$ cat config.mk
export PLATFORM = sky130hd
export DESIGN_NAME = key_search_scheduler
export DESIGN_NICKNAME = d
export VERILOG_FILES = /design/src/rtl/key_search_pkg.sv /design/src/rtl/rr_idle_picker.sv /design/src/rtl/key_search_scheduler.sv
export SDC_FILE = /design/constraint.sdc
export NUM_CORES = 1
export LEC_CHECK = 0
export ABC_AREA = 1
export CORE_MARGIN = 4
export CORE_UTILIZATION = 50
export CTS_BUF_LIST = sky130_fd_sc_hd__clkbuf_4 sky130_fd_sc_hd__clkbuf_8
export CTS_CLUSTER_DIAMETER = 60
export CTS_CLUSTER_SIZE = 16
export DETAILED_ROUTE_END_ITERATION = 16
export GPL_TIMING_DRIVEN = 0
export PLACE_DENSITY = 0.72
export RECOVER_POWER = 100
export SYNTH_ARGS = -nofsm -noshare
export SYNTH_HDL_FRONTEND = slang
export SYNTH_SLANG_ARGS = --single-unit
export TNS_END_PERCENT = 30
$ cat constraint.sdc
create_clock -name clk -period 16.16 [get_ports clk]
set_input_delay 3.232 -clock clk [delete_from_list [all_inputs] [get_ports clk]]
set_output_delay 3.232 -clock clk [all_outputs]
set_load 0.1 [all_outputs]
$ cat src/rtl/key_search_pkg.sv
// Shared types and defaults for the multi-core RC4 key search scheduler.
package key_search_pkg;

    localparam int                    KS_KEY_W   = 24;
    localparam logic [KS_KEY_W-1:0]   KS_KEY_MAX = 24'h3FFFFF;

    typedef enum logic [2:0] {
        ST_IDLE           = 3'd0,
        ST_RUN            = 3'd1,
        ST_DRAIN          = 3'd2,
        ST_DONE_FOUND     = 3'd3,
        ST_DONE_EXHAUSTED = 3'd4
    } state_t;

    // Why the scheduler is draining: a winning key, or an operator abort.
    localparam logic DRAIN_FOUND = 1'b0;
    localparam logic DRAIN_ABORT = 1'b1;

endpackage

$ cat src/rtl/rr_idle_picker.sv
// Combinational round-robin finder: first idle core at or after ptr, wrapping.
module rr_idle_picker #(
    parameter int NUM_CORES = 4,
    parameter int PTR_W     = 2
) (
    input  logic [NUM_CORES-1:0] idle,
    input  logic [PTR_W-1:0]     ptr,
    output logic [NUM_CORES-1:0] grant,
    output logic                 any_idle
);

    logic [PTR_W-1:0] idx;
    logic             taken;

    // Walk the cores starting at ptr and grant the first idle one.
    always_comb begin
        grant = '0;
        taken = 1'b0;
        idx   = '0;
        for (int k = 0; k < NUM_CORES; k++) begin
            idx = PTR_W'((int'(ptr) + k) % NUM_CORES);
            if (!taken && idle[idx]) begin
                grant[idx] = 1'b1;
                taken      = 1'b1;
            end
        end
    end

    assign any_idle = |idle;

endmodule

$ cat src/rtl/key_search_scheduler.sv
// Hands consecutive candidate keys to idle cracking cores round-robin and
// collects their results; stops on the first valid key or range exhaustion.
//
// Core handshake: the scheduler pulses core_start[i] for one cycle with
// core_key slice i, and holds that slice until the matching core_ack. The core
// raises core_done[i] (with core_valid[i] qualified by it) and holds it until
// it sees core_ack[i], which the scheduler pulses for exactly one cycle on the
// cycle after it samples done from a core it considers busy.
module key_search_scheduler
    import key_search_pkg::*;
#(
    parameter int               NUM_CORES = 4,
    parameter int               KEY_W     = KS_KEY_W,
    parameter logic [KEY_W-1:0] KEY_MAX   = KEY_W'(KS_KEY_MAX)
) (
    input  logic                       clk,
    input  logic                       rst,
    input  logic                       start,
    input  logic                       abort,
    output logic [NUM_CORES-1:0]       core_start,
    output logic [NUM_CORES*KEY_W-1:0] core_key,
    input  logic [NUM_CORES-1:0]       core_done,
    input  logic [NUM_CORES-1:0]       core_valid,
    output logic [NUM_CORES-1:0]       core_ack,
    output logic                       busy,
    output logic                       found,
    output logic                       not_found,
    output logic [KEY_W-1:0]           found_key,
    output logic [KEY_W:0]             keys_tried,
    output logic [2:0]                 state
);

    localparam int               PTR_W    = (NUM_CORES > 1) ? $clog2(NUM_CORES) : 1;
    localparam logic [KEY_W:0]   LAST_KEY = {1'b0, KEY_MAX};
    localparam logic [KEY_W:0]   ONE_K    = {{KEY_W{1'b0}}, 1'b1};
    localparam logic [PTR_W-1:0] LAST_PTR = PTR_W'(NUM_CORES - 1);
    localparam logic [PTR_W-1:0] ONE_P    = {{(PTR_W-1){1'b0}}, 1'b1};

    state_t                state_q;
    logic                  drain_reason;
    logic [KEY_W:0]        next_key;
    logic [PTR_W-1:0]      rr_ptr;
    logic [NUM_CORES-1:0]  core_busy;

    logic [NUM_CORES-1:0]  idle;
    logic [NUM_CORES-1:0]  grant;
    logic [NUM_CORES-1:0]  hits;
    logic [NUM_CORES-1:0]  valid_hits;
    logic                  any_idle;
    logic                  keys_left;
    logic                  do_dispatch;
    logic [PTR_W-1:0]      grant_idx;
    logic [PTR_W-1:0]      ptr_after;
    logic [KEY_W:0]        hit_count;
    logic [KEY_W-1:0]      min_key;

    // A core being acked this cycle is not offered again until the next one.
    assign idle       = ~core_busy & ~core_ack;
    assign hits       = core_done & core_busy;
    assign valid_hits = hits & core_valid;
    assign keys_left  = (next_key <= LAST_KEY);
    assign state      = state_q;

    assign do_dispatch = (state_q == ST_RUN) && !abort && (valid_hits == '0)
                         && keys_left && any_idle;

    rr_idle_picker #(
        .NUM_CORES (NUM_CORES),
        .PTR_W     (PTR_W)
    ) u_picker (
        .idle     (idle),
        .ptr      (rr_ptr),
        .grant    (grant),
        .any_idle (any_idle)
    );

    // Grant index, completion count and smallest winning key this cycle.
    always_comb begin
        grant_idx = '0;
        hit_count = '0;
        min_key   = '1;
        for (int i = 0; i < NUM_CORES; i++) begin
            if (grant[i]) grant_idx = PTR_W'(i);
            if (hits[i]) hit_count = hit_count + ONE_K;
            if (valid_hits[i] && (core_key[i*KEY_W +: KEY_W] < min_key))
                min_key = core_key[i*KEY_W +: KEY_W];
        end
        ptr_after = (grant_idx == LAST_PTR) ? '0 : grant_idx + ONE_P;
    end

    // Scheduler FSM with dispatch, completion bookkeeping and result flags.
    always_ff @(posedge clk or negedge rst) begin
        if (!rst) begin
            state_q      <= ST_IDLE;
            drain_reason <= DRAIN_FOUND;
            next_key     <= '0;
            rr_ptr       <= '0;
            core_busy    <= '0;
            core_start   <= '0;
            core_key     <= '0;
            core_ack     <= '0;
            busy         <= 1'b0;
            found        <= 1'b0;
            not_found    <= 1'b0;
            found_key    <= '0;
            keys_tried   <= '0;
        end else begin
            core_start <= '0;
            core_ack   <= hits;
            core_busy  <= (core_busy & ~hits) | (do_dispatch ? grant : '0);
            keys_tried <= keys_tried + hit_count;

            if (do_dispatch) begin
                core_start <= grant;
                for (int i = 0; i < NUM_CORES; i++) begin
                    if (grant[i]) core_key[i*KEY_W +: KEY_W] <= next_key[KEY_W-1:0];
                end
                next_key <= next_key + ONE_K;
                rr_ptr   <= ptr_after;
            end

            case (state_q)
                ST_IDLE, ST_DONE_FOUND, ST_DONE_EXHAUSTED: begin
                    if (start && !abort) begin
                        state_q    <= ST_RUN;
                        busy       <= 1'b1;
                        found      <= 1'b0;
                        not_found  <= 1'b0;
                        found_key  <= '0;
                        keys_tried <= '0;
                        next_key   <= '0;
                        rr_ptr     <= '0;
                    end
                end
                ST_RUN: begin
                    if (abort) begin
                        state_q      <= ST_DRAIN;
                        drain_reason <= DRAIN_ABORT;
                    end else if (valid_hits != '0) begin
                        state_q      <= ST_DRAIN;
                        drain_reason <= DRAIN_FOUND;
                        found        <= 1'b1;
                        found_key    <= min_key;
                    end else if (!keys_left && (core_busy == '0)) begin
                        state_q   <= ST_DONE_EXHAUSTED;
                        busy      <= 1'b0;
                        not_found <= 1'b1;
                    end
                end
                ST_DRAIN: begin
                    if (core_busy == '0) begin
                        state_q <= (drain_reason == DRAIN_ABORT) ? ST_IDLE : ST_DONE_FOUND;
                        busy    <= 1'b0;
                    end
                end
                default: begin
                    state_q <= ST_IDLE;
                    busy    <= 1'b0;
                end
            endcase
        end
    end

endmodule

# After elaboration in Yosys (flattened, before gate mapping)
# Index checks and enable logic that the tools add are counted.
dict set report word_totals {
  output_inout_bits 159
  register_bits 191
  inputBits 12
  wordCells 171
}
dict set report op_classes {
  bitwise 11
  n_eq_ne 12
  n_reduce_logical 39
  mux 71
  addsub 9
  n_lt_le_gt_ge 13
}
# cell n
set ops {}
lappend ops {{25-bit 2-to-1 mux} 8}
lappend ops {{24-bit 2-to-1 mux} 7}
lappend ops {{25-bit by 1-bit adder with 25-bit output, second input constant} 4}
lappend ops {{24-bit less-than comparator} 3}
lappend ops {{24-bit case mux with 2 select lines} 1}
lappend ops {{1-bit 2-to-1 mux} 26}
lappend ops {{25-bit adder} 1}
lappend ops {{25-bit by 22-bit less-or-equal comparator with 1-bit output, second input constant} 1}
lappend ops {{24-bit less-than comparator, second input constant} 1}
lappend ops {{4-bit 2-to-1 mux} 5}
lappend ops {{1-bit logical AND} 17}
lappend ops {{4-bit bitwise AND} 4}
lappend ops {{4-bit OR} 4}
lappend ops {{3-bit 2-to-1 mux} 5}
lappend ops {{2-bit 2-to-1 mux} 7}
lappend ops {{2-bit by 3-bit less-than comparator with 1-bit output, second input constant} 4}
lappend ops {{4-bit NOT} 3}
lappend ops {{2-bit AND reduction} 5}
lappend ops {{5-bit AND reduction} 2}
lappend ops {{3-bit case mux with 3 select lines} 1}
lappend ops {{1-bit binary-select mux with 2-bit select} 4}
lappend ops {{1-bit demux with 2-bit select} 4}
lappend ops {{2-bit by 1-bit greater-or-equal comparator with 1-bit output, second input constant} 4}
lappend ops {{4-bit zero test} 2}
lappend ops {{other kinds (19)} 32}

# Longest topological paths before layout
dict set report depth {
  depth_word 22
  ltp_mapped 47
  mapped_depth_nobuf 41
}

# Hierarchy
# Synthesis repeated with hierarchy kept, for this count alone.
dict set report hier_totals {
  cells_unflattened 1407
  hier_area_um2 10796.6
}
# mod cells_each area_per_inst_um2 n_inst seq_area_each_um2
set by_module_without_submodules {}
lappend by_module_without_submodules {key_search_scheduler 1333 10393.7 1 4779.6}
lappend by_module_without_submodules {rr_idle_picker 74 402.9 1 0.0}

# Worst setup path before layout
# Ideal clock, no wire load.
dict set report synth_path {
  path_kind {in2reg}
  startpoint {in core_done[0]}
  endpoint {reg found_key[10]}
  n_path_buf 6
  t_arrival_ns 9.360
  stages 40
  t_required_ns 16.040
  setup_time_ns 0.120
  setup_slack_ns 6.680
  path_cell_list {nand2_1 inv_1 nand2_1 inv_1 nand2_1 clkbuf_1 nor2_1 ha_1 nand4_1 nor3_1 and3_1 nand3_1 nor3_1 nand2_1 nand3_1 buf_2 clkbuf_1 nand2_1 (+4 left out) a211oi_1 nor2_1 nor4_1 nand2_1 buf_2 clkbuf_1 nand2_1 o21ai_0 ha_1 a21oi_1 nor2_1 a211oi_1 nor2_1 nor4_1 clkbuf_1 nand3_1 nand3_1 nand2_1}
}
dict set report synth_between {
  elab_chain_len 16
  elab_cells_between_ends 19
  cone_classes {order compare: 3; eq/ne: 1; mux: 7; bitwise: 2; reduce/logical: 6}
}
# item line_no
set synth_lines {}
lappend synth_lines {{start, declared} key_search_scheduler.sv:22} ;# input logic [NUM_CORES-1:0] core_done,
lappend synth_lines {{4-bit bitwise AND (*)} key_search_scheduler.sv:59} ;# assign hits = core_done & core_busy;
lappend synth_lines {{net hits[0]} key_search_scheduler.sv:47} ;# logic [NUM_CORES-1:0] hits;
lappend synth_lines {{4-bit bitwise AND (*)} key_search_scheduler.sv:60} ;# assign valid_hits = hits & core_valid;
lappend synth_lines {{1-bit logical AND} key_search_scheduler.sv:85} ;# if (valid_hits[i] && (core_key[i*KEY_W +: KEY_W] < min_key))
lappend synth_lines {{24-bit 2-to-1 mux} key_search_scheduler.sv:85}
lappend synth_lines {{24-bit less-than comparator} key_search_scheduler.sv:85}
lappend synth_lines {{1-bit logical AND} key_search_scheduler.sv:85}
lappend synth_lines {{24-bit 2-to-1 mux} key_search_scheduler.sv:85}
lappend synth_lines {{24-bit less-than comparator} key_search_scheduler.sv:85}
lappend synth_lines {{1-bit logical AND} key_search_scheduler.sv:85}
lappend synth_lines {{24-bit 2-to-1 mux} key_search_scheduler.sv:85}
lappend synth_lines {{24-bit less-than comparator} key_search_scheduler.sv:85}
lappend synth_lines {{1-bit logical AND} key_search_scheduler.sv:85}
lappend synth_lines {{24-bit 2-to-1 mux} key_search_scheduler.sv:85}
lappend synth_lines {{24-bit 2-to-1 mux} key_search_scheduler.sv:139} ;# end else if (valid_hits != '0) begin
lappend synth_lines {{24-bit 2-to-1 mux} key_search_scheduler.sv:136} ;# if (abort) begin
lappend synth_lines {{24-bit case mux with 2 select lines} key_search_scheduler.sv:122} ;# case (state_q)
lappend synth_lines {{end signal, assigned} key_search_scheduler.sv:143} ;# found_key <= min_key;
lappend synth_lines {{end, declared} key_search_scheduler.sv:28} ;# output logic [KEY_W-1:0] found_key,
# The timed path passes the listed nets; every way through them passes the cells marked *. The select of a mux whose other input is x is not followed.
# A chain may end at the register's enable or synchronous reset.

# Worst setup path in the final report
dict set report layout_path {
  startpoint {in core_done[0]}
  endpoint {reg found_key[7]}
}
# The elaborated chain is that of the path after synthesis.

==> reports/metrics.yaml <==
run_status:
  outcome: "finished, violations left"
  violations: "capacitance limit, slew limit"
global_route:
  grt_max_degree: 104
  antenna_found_initial: 0
  globalRouteOverflowTotal: 0
  grt_pass1_vias: 9522
  track_usage_pct: 25.3
  grt_pass1_wl_um: 48500
clocking:
  ctsHoldBuffers: 0
  clock_sinks: 191
  clk_pin_slew_ns: 0.10
  clk_latency_ns: 0.47
  post_cts_buffers: 0
  cts-root-buf: "clkbuf_8"
  clockBufferDepth: 2
  cts_resized: 0
  h-tree-depth: 4
  cts_made_buffers: 17
  cts_tree: "done"
final_layout:
  final_cells: 1824
  fin_util_pct: 63.4
  fill_cells: 1878
  layout-drive-gt1-share_pct: 3.15
  syn_to_final_growth_pct: 22.9
  final_cell_area_um2: 13000
  diodes: 0
  layout.nets: 1635
drt:
  drcViolationCount: 0
  wl_per_cell_um: 16.3
  detail_route.iter0.violations: 619
  via_count: 9749
  vias_per_cell: 5.34
  drtPass1Iterations: 5
  antenna_left: 0
  drt_wl_total_um: 29700
timing:
  tns_ns: 0
  clock_skew_ns: 0.0119
  fin_crit_sh_pct: 73.4
  relSlewSlack_pct: -255
  slew_viol_final: 194
  hold_viol_final: 0
  fmax_ghz: 0.0844
  rsz0062_at_grt: "false"
  setup_viol: 0
  setup_ws_ns: 4.31
  layout_min_cycle_time_ns: 11.85
  tightest_slew_ns: 5.33
synth:
  synth_area_um2: 10600
  synth_top_area_share_pct: 45.2
  synth_top_cell_by_area: "dfrtp_1"
  ys_ff_latch: 191
  seq_area_frac_synth_pct: 45.2
  yosys-top-cells-count: "nand2_1 (359), dfrtp_1 (191), o21ai_0 (176)"
  ys.flop_type: "dfrtp_1"
  yosys_warnings: 0
  synth.area.top_cells: "dfrtp_1 (45%), nand2_1 (13%), ha_1 (9.6%)"
  synth_cell_types: 42
  avgSynthCellArea_um2: 7.83
  synth_edf_count: 0
  synth_fp_nets: 1445
  syn_inst: 1351
  synthArstFlopShare_pct: 100
  yosysMostFrequentCell: "nand2_1"
power_and_ir_drop:
  p_int_w: 0.00101
  ir_drop_v: 0.000129
  clkPwrFrac_pct: 13.7
  power_leakage_nw: 6.58
  switching_power_w: 0.00134
  power_frac_comb_pct: 56.9
  powerDensity_nw_per_um2: 180
  seqPwrFrac_pct: 29.3
  switching_share_pct: 57.0
critical_path:
  critPathCaptureType: "flip-flop"
  crit_family: "simple AND/OR/NAND/NOR gates"
  crit_buf_inv: 9
  critPathKind: "input pin to flip-flop"
  critPathMaxStageDelay_ns: 1.04
  path_max_fanout: 10
  crit_arrival_ns: 12.22
  slowest_stage: "nor4_1"
  cp_common_cell: "nand2_1"
  startpoint_type: "input pin"
  worstPathRequired_ns: 16.53
placement:
  dp_hpwl_um: 23500
  gp_congestion: 0.943
  placed_area_um2: 12600
  portBuffers: 170
  pre_cts_ws_ns: 4.28
  dp_cells: 1792
floorplan:
  die_w_um: 153
  core-area_um2: 20500
  die_h_um: 153
  rows: 52
  pin_count: 171
  start_util_pct: 51.6
  dieArea_um2: 23500
run:
  drv_cap: 2
min_path:
  hp-class: "flip-flop to flip-flop"
-- logic make-up after synthesis --
group	count (synthesis)	share of synthesized area (%)
simple gates	614	24.0
compound gates	266	13.3
flops	191	45.2
buf+inv	187	6.85
fa+ha+maj	82	9.77
xor+xnor	10	0.828
other cells	1	0.0355
-- final timing paths --
kind	to	slack [ns]	from	cells past startpoint
setup / recovery	found_key[7]	4.31	core_done[0]	42
hold / removal	found_key[13]	0.48	found_key[13]	2
setup reg to reg	found_key[7]	7.10	core_key[11]	42
hold reg to reg	found_key[13]	0.48	found_key[13]	2
max in group asynchronous	core_key[6]	4.97	rst	2
min in group asynchronous	found_key[5]	4.41	rst	1
-- area by class of cell --
class	count	area, um^2	area share (%)
clock buffer	20	263	2.02
multi-input combinational	973	5060	39.0
inverter	142	533	4.10
timing repair buffer	171	1700	13.1
clock inverter	12	134	1.03
tap	270	338	2.60
buffer	45	189	1.45
sequential	191	4780	36.8
-- sequential cells by signal, summed over array words and instances (netlist names) --
name,count
not_found,1
found_key,24
next_key,25
keys_tried,25
core_start,4
busy,1
core_busy,4
state,3
drain_reason,1
core_ack,4
core_key,96
rr_ptr,2
found,1
-- stage by stage --
| stage | power [W] | hold WS [ns] |
|---|---|---|
| floorplan | 0.00171 | 0.456 |
| global placement | 0.00204 | 0.463 |
| detailed placement | 0.00207 | 0.464 |
| CTS | 0.00239 | 0.490 |
| global route | 0.00247 | 0.504 |
| finish | 0.00234 | 0.477 |
-- layer usage --
layer	global-route usage (%)	wire (um)	vias to the layer above
li1	-	-	4822
met1	33.5	13000	4543
met2	42.8	14200	327
met3	4.07	1750	57
met4	8.20	742	0
met5	0	0	-
-- tightest hold or removal path, stage by stage (launching register included) --
cell	delay (ns)
dfrtp_1	0.35
nand2_1	0.05
nand2_1	0.05
-- cells in the final DEF (no fill, tap or decap), drive strengths merged, types with 4 or more instances in the layout --
cell and n:
nand2 364, dfrtp 191, o21ai 177, dlygate4sd3 164, inv 144, nor2 126, ha 81, nand3 68
a21oi 63, clkbuf 61, nor3 21, nand4 13, xor2 10, nor4 9, a211oi 9, buf 6
clkinv 6, clkdlybuf4s50 5, or2 4
-- power groups by stage --
stage | clock network (W) | registers [W] | logic, W
global placement | 0 | 0.000698 | 0.00135
CTS | 0.000328 | 0.000691 | 0.00137
detailed placement | 0 | 0.000699 | 0.00137
global route | 0.000347 | 0.000703 | 0.00142
finish | 0.000321 | 0.000687 | 0.00133
floorplan | 0 | 0.00136 | 0.000353
Note: power is estimated with default switching activity, not from simulation.
